**src/rtl/seq_shifter.sv**
```systemverilog
// Multi-cycle shift/rotate unit: moves up to STEP bit positions per clock under a start/busy/done handshake.
// Optional macro SEQ_SHIFTER_CARRY_EN adds a registered carry_out holding the last bit shifted out.
module seq_shifter #(
  parameter int WIDTH = 16,
  parameter int STEP  = 1,
  localparam int AMT_W = $clog2(WIDTH)
) (
  input  logic             clk,
  input  logic             reset,
  input  logic             start,
  input  logic [4:0]       op,
  input  logic [WIDTH-1:0] A,
  input  logic [AMT_W-1:0] amt,
  output logic             busy,
  output logic             done,
  output logic [WIDTH-1:0] result,
  output logic             carry_out,
  output logic             illegal
);

  localparam logic [1:0] ST_IDLE  = 2'd0;
  localparam logic [1:0] ST_SHIFT = 2'd1;
  localparam logic [1:0] ST_DONE  = 2'd2;

  // Low three opcode bits once the 10xxx prefix has been validated.
  localparam logic [2:0] K_ROR = 3'd0;
  localparam logic [2:0] K_ROL = 3'd1;
  localparam logic [2:0] K_LSR = 3'd2;
  localparam logic [2:0] K_ASR = 3'd4;

  logic [1:0]       r_state;
  logic [2:0]       r_op;
  logic [WIDTH-1:0] r_work;
  logic [AMT_W-1:0] r_rem;
  logic [WIDTH-1:0] r_result;
  logic             r_illegal;

  logic             w_legal;
  logic             w_accept;
  logic             w_right;
  logic [AMT_W-1:0] w_step;
  logic [WIDTH-1:0] w_next;
  logic [(STEP+1)*WIDTH-1:0] w_cand_flat;

  assign w_legal  = (op[4:3] == 2'b10) && (op[2:0] <= 3'd5);
  assign w_accept = start && ((r_state == ST_IDLE) || (r_state == ST_DONE));
  assign w_right  = (r_op == K_ROR) || (r_op == K_LSR) || (r_op == K_ASR);
  assign w_step   = (r_rem < AMT_W'(STEP)) ? r_rem : AMT_W'(STEP);

  assign w_cand_flat[WIDTH-1:0] = r_work;

`ifdef SEQ_SHIFTER_CARRY_EN
  logic            r_carry;
  logic            r_carry_work;
  logic [STEP:0]   w_carry_vec;
  logic            w_next_c;
  assign w_carry_vec[0] = r_carry_work;
`endif

  // One candidate per possible step size; the current step picks one.
  for (genvar gi = 1; gi <= STEP; gi++) begin : g_cand
    logic [WIDTH-1:0] w_shift;
    always_comb begin
      case (r_op)
        K_ROR:   w_shift = {r_work[gi-1:0], r_work[WIDTH-1:gi]};
        K_ROL:   w_shift = {r_work[WIDTH-gi-1:0], r_work[WIDTH-1:WIDTH-gi]};
        K_LSR:   w_shift = {{gi{1'b0}}, r_work[WIDTH-1:gi]};
        K_ASR:   w_shift = {{gi{r_work[WIDTH-1]}}, r_work[WIDTH-1:gi]};
        default: w_shift = {r_work[WIDTH-gi-1:0], {gi{1'b0}}};
      endcase
    end
    assign w_cand_flat[gi*WIDTH +: WIDTH] = w_shift;
`ifdef SEQ_SHIFTER_CARRY_EN
    assign w_carry_vec[gi] = w_right ? r_work[gi-1] : r_work[WIDTH-gi];
`endif
  end

  always_comb begin
    w_next = r_work;
    for (int i = 0; i <= STEP; i++) begin
      if (w_step == AMT_W'(i)) begin
        w_next = w_cand_flat[i*WIDTH +: WIDTH];
      end
    end
  end

`ifdef SEQ_SHIFTER_CARRY_EN
  always_comb begin
    w_next_c = r_carry_work;
    for (int i = 0; i <= STEP; i++) begin
      if (w_step == AMT_W'(i)) begin
        w_next_c = w_carry_vec[i];
      end
    end
  end

  // Carry follows the working register step by step and is published on entry to DONE.
  always_ff @(posedge clk) begin
    if (reset) begin
      r_carry      <= 1'b0;
      r_carry_work <= 1'b0;
    end else if (w_accept) begin
      r_carry      <= 1'b0;
      r_carry_work <= 1'b0;
    end else if (r_state == ST_SHIFT) begin
      r_carry_work <= w_next_c;
      if (r_rem == w_step) begin
        r_carry <= w_next_c;
      end
    end
  end

  assign carry_out = r_carry;
`else
  logic w_unused_dir;
  assign w_unused_dir = w_right;
  assign carry_out    = 1'b0;
`endif

  always_ff @(posedge clk) begin
    if (reset) begin
      r_state   <= ST_IDLE;
      r_op      <= 3'd0;
      r_work    <= '0;
      r_rem     <= '0;
      r_result  <= '0;
      r_illegal <= 1'b0;
    end else begin
      case (r_state)
        ST_IDLE, ST_DONE: begin
          if (w_accept) begin
            r_op   <= op[2:0];
            r_work <= A;
            r_rem  <= amt;
            if (!w_legal || (amt == '0)) begin
              r_state   <= ST_DONE;
              r_result  <= A;
              r_illegal <= !w_legal;
            end else begin
              r_state <= ST_SHIFT;
            end
          end else begin
            r_state <= ST_IDLE;
          end
        end
        ST_SHIFT: begin
          r_work <= w_next;
          r_rem  <= r_rem - w_step;
          if (r_rem == w_step) begin
            r_state   <= ST_DONE;
            r_result  <= w_next;
            r_illegal <= 1'b0;
          end
        end
        default: r_state <= ST_IDLE;
      endcase
    end
  end

  assign busy    = (r_state == ST_SHIFT);
  assign done    = (r_state == ST_DONE);
  assign result  = r_result;
  assign illegal = r_illegal;

endmodule
```
**config.mk**
```make
export PLATFORM = sky130hd
export DESIGN_NAME = seq_shifter
export DESIGN_NICKNAME = d
export VERILOG_FILES = /design/src/rtl/seq_shifter.sv
export SDC_FILE = /design/constraint.sdc
export NUM_CORES = 1
export LEC_CHECK = 0
export BUFFER_PORTS_ARGS = -buffer_cell sky130_fd_sc_hd__buf_2
export CORE_ASPECT_RATIO = 1.5
export CORE_UTILIZATION = 54
export CTS_CLUSTER_SIZE = 10
export DETAILED_ROUTE_END_ITERATION = 6
export GPL_ROUTABILITY_DRIVEN = 0
export PLACE_DENSITY_LB_ADDON = 0.12
export SLEW_MARGIN = 0
export SYNTH_ARGS = -nofsm -noshare
export SYNTH_HDL_FRONTEND = slang
export SYNTH_SLANG_ARGS = --single-unit
```
**constraint.sdc**
```tcl
create_clock -name clk -period 3 [get_ports clk]
set_input_delay 0.6 -clock clk [delete_from_list [all_inputs] [get_ports clk]]
set_output_delay 0.6 -clock clk [all_outputs]
set_load 0.02 [all_outputs]
```
# Word-level counts from Yosys, hierarchy flattened
# Cells that the tools add are included.
# Widths: inputs -> output; s select.
[totals] ff_bits=42 input_bits=28 output_inout_bits=20 word_cells=52
[op_classes] addsub=1 order_cmp=2 n_eq_ne=11 n_mux=19 n_reduce_logical=13
[ops] cell="$mux 16" n=5
[ops] cell="$pmux 16 s2" n=2
[ops] cell="$pmux 16 s4" n=1
[ops] cell="$mux 4" n=2
[ops] cell="$pmux 4 s2" n=1
[ops] cell="$mux 2" n=3
[ops] cell="$eq 2x2->1 const B" n=2
[ops] cell="$eq 4x1->1 const B" n=1
[ops] cell="$eq 4x4->1" n=1
[ops] cell="$logic_not 4->1" n=1
[ops] cell="$lt 4x1->1 const B" n=1
[ops] cell="$ne 2x2->1 const B" n=2
[ops] cell="$pmux 2 s2" n=1
[ops] cell="$reduce_and 2->1" n=2
[ops] cell="$reduce_and 4->1" n=1
[ops] cell="$sub 4x4->4" n=1
[ops] cell="$eq 3x1->1 const B" n=1
[ops] cell="$eq 3x2->1 const B" n=1
[ops] cell="$eq 3x3->1 const B" n=1
[ops] cell="$le 3x3->1 const B" n=1
[ops] cell="$logic_not 3->1" n=1
[ops] cell="$mux 1" n=3
[ops] cell="$eq 2x1->1 const B" n=1
[ops] cell="$logic_and 1x1->1" n=2
[ops] cell="7 further kinds" n=8

# Longest topological paths before layout
[logic_depth] depth_word=7 mapped_depth=11 ltp_nobuf=7

# Worst setup path after synthesis
# OpenSTA, ideal clock, no wires.
[synth_path] kind="register -> register" startpoint="register r_rem[0]" endpoint="register r_result[12], in the netlist result[12]" setup_time_ps=91 t_arrival_ps=2585 required_time_ps=2909 setup_slack_ps=324 path_stages_with_launch=11 n_path_buf=3 synth_period_minus_slack_ps=2676 path_cell_list="dfxtp_1 -> or4_1 -> clkbuf_1 -> clkbuf_1 -> nand2b_1 -> ha_1 -> or3b_2 -> nor2_2 -> buf_2 -> nor3_1 -> a311oi_1"
[synth_between] elab_chain_len=6 word_cells_on_any_way=9 classes_between="order compare: 1; eq/ne: 3; mux: 4; reduce/logical: 1"
[synth_rtl] item="start: declaration" line="34" rtl="logic [AMT_W-1:0] r_rem;"
[synth_rtl] item="start signal: assignment" line="134" rtl="r_rem <= amt;"
[synth_rtl] item="start signal: assignment" line="148" rtl="r_rem <= r_rem - w_step;"
[synth_rtl] item="$lt 4x1->1" line="48" rtl="assign w_step = (r_rem < AMT_W'(STEP)) ? r_rem : AMT_W'(STEP);"
[synth_rtl] item="$mux 4" line="48"
[synth_rtl] item="$eq 4x1->1" line="81" rtl="if (w_step == AMT_W'(i)) begin"
[synth_rtl] item="$mux 16" line="81"
[synth_rtl] item="$mux 16" line="149" rtl="if (r_rem == w_step) begin"
[synth_rtl] item="$pmux 16 s2" line="129" rtl="case (r_state)"
[synth_rtl] item="end signal: assignment" line="151" rtl="r_result <= w_next;"
[synth_rtl] item="end: declaration" line="35" rtl="logic [WIDTH-1:0] r_result;"
# Parallel ways exist; a longest one is shown, timed or not. The select of a mux whose other input is x is not followed.
# A chain may end at the register's enable or synchronous reset.

# Worst setup path after layout
[layout_path] startpoint="register r_rem[0]" endpoint="register r_result[6], in the netlist result[6]"
# The elaborated chain is that of the path after synthesis.

==> results_dict.tcl <==
set metrics [dict create \
    status "finished clean" \
    yosysMostFrequentCell "dfxtp_1" \
    cts_buffers 5 \
    grt_max_degree 43 \
    ys_ff_latch 42 \
    cts_setup_buffers 0 \
    drt_iter0_markers 94 \
    crit_path_start_kind "register" \
    async_flop_share 0 \
    clock-skew-final_ps 5.769 \
    grt_pass1_wl_um 8756 \
    yosysTopAreaCell "dfxtp_1" \
    die_x_um 54.53 \
    drv_cap 0 \
    dr_wl_met2_um 2745 \
    place_area_mm2 0.002432 \
    critPathArrivalTime_ps 2750 \
    pin_count 48 \
    final_area_mm2 0.002524 \
    die_h_um 80.79 \
    crit_path_max_fanout 17 \
    wirelength_um 5442 \
    yosys.cell_types.count 41 \
    synth_compound_area_frac 0.3264 \
    htree_levels 2 \
    dr.pass1.iters 4 \
    drt-wirelength-per-cell_um 15.07 \
    tightest_slew_ps 891.4 \
    antenna_found_initial 0 \
    synth_area_leaders "dfxtp_1 (38%), nand2_1 (6.9%), o21ai_0 (6.5%), a211oi_1 (6.0%), a311oi_1 (5.9%)" \
    vias_per_cell 6.055 \
    initial_core_util 0.5645 \
    grt_pass1_vias 1861 \
    fin_crit_ps 2601 \
    final_max_slew_viol_count 0 \
    synthToLayoutAreaGrowth_pct 12.93 \
    synth-xor-area-share 0 \
    maxSlewHeadroom 0.4013 \
    drc_errors 0 \
    synthesis.nets 310 \
    nNetsFinal 345 \
    ys_seq_area_frac 0.3763 \
    required_ps 3140 \
    finalCritPeriodShare 0.8669 \
    yosys.area_share.simple 0.2077 \
    finalSetupTns_ps 0 \
    wl_met3_um 203 \
    drt-met1-wl_um 2424 \
    clock_sinks 42 \
    yosys.area_share.adder 0.01120 \
    hpwl_um 3525 \
    grt-ovfl-total 0 \
    yosys-top-cells-count "dfxtp_1 (42), nand2_1 (41), o21ai_0 (29), a21oi_1 (22), nor2_1 (20)" \
    synthMuxAreaShare 0.005039 \
    cts_root_buffer "clkbuf_8" \
    layout-drive-gt1-share 0.2184 \
    hold_path_class "reg -> reg" \
    syn_avg_cell_area_um2 7.981 \
    power.density_mw_per_mm2 525.6 \
    num_antenna_cells 0 \
    irDropWorstVdd_uv 437.5 \
    max_freq_ghz 0.3845 \
    cts_buffer_depth 2 \
    synthFlopType "dfxtp_1" \
    num_vias 2186 \
    track_usage 0.2726 \
    clk_transition_reported_paths_ps 80 \
    synth_top_cell_area_share 0.3763 \
    p_leak_nw 1.052 \
    row_count 28 \
    critPathKind "reg -> reg" \
    cts_resized 0 \
    cts_tree "yes" \
    hold_viol 0 \
    dieArea_mm2 0.004405 \
    synth_edf_count 0 \
    port_buffers 46 \
    clk_latency_ps 300 \
    core-area_mm2 0.003959 \
    n_fill_cell 378 \
    top_layer_used "met4" \
    yosysWarnings 0 \
    ctsHoldBuffers 0 \
    rsz0062_at_grt "no" \
    end_kind "register" \
    syn_inst 280 \
    netlist_area_mm2 0.002235 \
    postRouteAntennaNets 0 \
    setup_viol 0 \
    synth_top_family_by_area "compound AO/OA/AOI/OAI gates" \
]
-- cell families (layout without fill, tap and decap cells) --
group	after synthesis	in the layout
buf+inv	30	66
simple gates	96	96
compound gates	108	108
other cells	1	1
mux	1	1
flops	42	42
fa+ha+maj	2	2
-- metrics by stage --
stage,hold WS [ps],setup WS (ps),power [mW],util,cells
6_report,515.0,399.4,1.326,0.6375,361
5_1_grt,539.9,276.7,1.400,0.6375,361
4_1_cts,517.4,410.8,1.336,0.6375,361
3_5_place_dp,505.6,435.5,0.9610,0.6144,353
3_3_place_gp,494.8,502.7,0.9571,0.6144,353
2_1_floorplan,469.5,324.1,0.8781,-,280
-- cell type report --
cell class              count  area, um^2  share of cell area
flip-flops and latches     42       840.8              0.3332
clock buffers               7       86.33             0.03421
clock inverters             1       5.005            0.001983
repair buffers             53       282.8              0.1120
multi-input cells         208        1234              0.4888
well taps                  45       56.30             0.02231
inverters                   5       18.77            0.007437
-- worst max-delay path, stage by stage (launching register included) --
cell and delay [ps]:
dfxtp_1 380, or4_1 590, nand2b_1 130, ha_1 130
or3b_2 460, nor2_2 110, buf_4 180, or2_1 110
buf_4 230, a311oi_1 120
-- placed cells by master (no fill, tap or decap) --
cell and count:
or4_1 2, dfxtp_1 42, nor4bb_1 1, nor4_4 1, conb_1 1, clkbuf_1 1, or4_4 1, a41oi_4 1
buf_2 46, nor2b_4 1, a2bb2oi_1 2, nand2_1 41, a311oi_1 15, a22oi_1 1, inv_1 5, nor2_2 1
a211oi_1 18, clkinv_2 1, a21o_1 15, nor3_1 17, ha_1 2, a21oi_1 22, o211ai_1 1, and3_1 1
o21ai_0 29, nor2_1 20, a221o_1 1, nor2b_1 2, nand3_1 3, or2b_4 1, o21ai_1 1, nand2b_1 2
o32a_2 1, clkbuf_8 6, mux2_2 1, a221oi_1 1, or2_1 1, or3b_2 1, buf_4 7
-- per-layer routing --
layer  track usage  vias to the layer above
met1        0.3445                     1046
met3       0.04494                        6
met5             0                        -
li1              -                     1085
met4       0.08974                        0
met2        0.4561                       49
-- final timing paths --
kind	startpoint	to	slack (ps)	cells after the start
worst max register to register	r_rem[0]$_SDFFE_PP0P_	result[6]$_SDFFE_PP0P_	400	9
worst min register to register	r_op[1]$_SDFFE_PP0P_	r_op[1]$_SDFFE_PP0P_	510	2
worst min-delay path	r_op[1]$_SDFFE_PP0P_	r_op[1]$_SDFFE_PP0P_	510	2
worst max-delay path	r_rem[0]$_SDFFE_PP0P_	result[6]$_SDFFE_PP0P_	400	9
-- flip-flops by register name (all words and copies together), names as in the netlist --
name,flops
r_work,16
result,16
r_op,3
r_state,2
illegal,1
r_rem,4
-- power breakdown --
group / switching (mW) / total, mW / leakage [nW] / internal, mW
Sequential: 0.0408 / 0.649 / 0.348 / 0.608
Clock: 0.192 / 0.378 / 0.0482 / 0.186
Combinational: 0.182 / 0.300 / 0.655 / 0.119
Total: 0.414 / 1.33 / 1.05 / 0.912
Note: power is estimated with default switching activity, not from simulation.
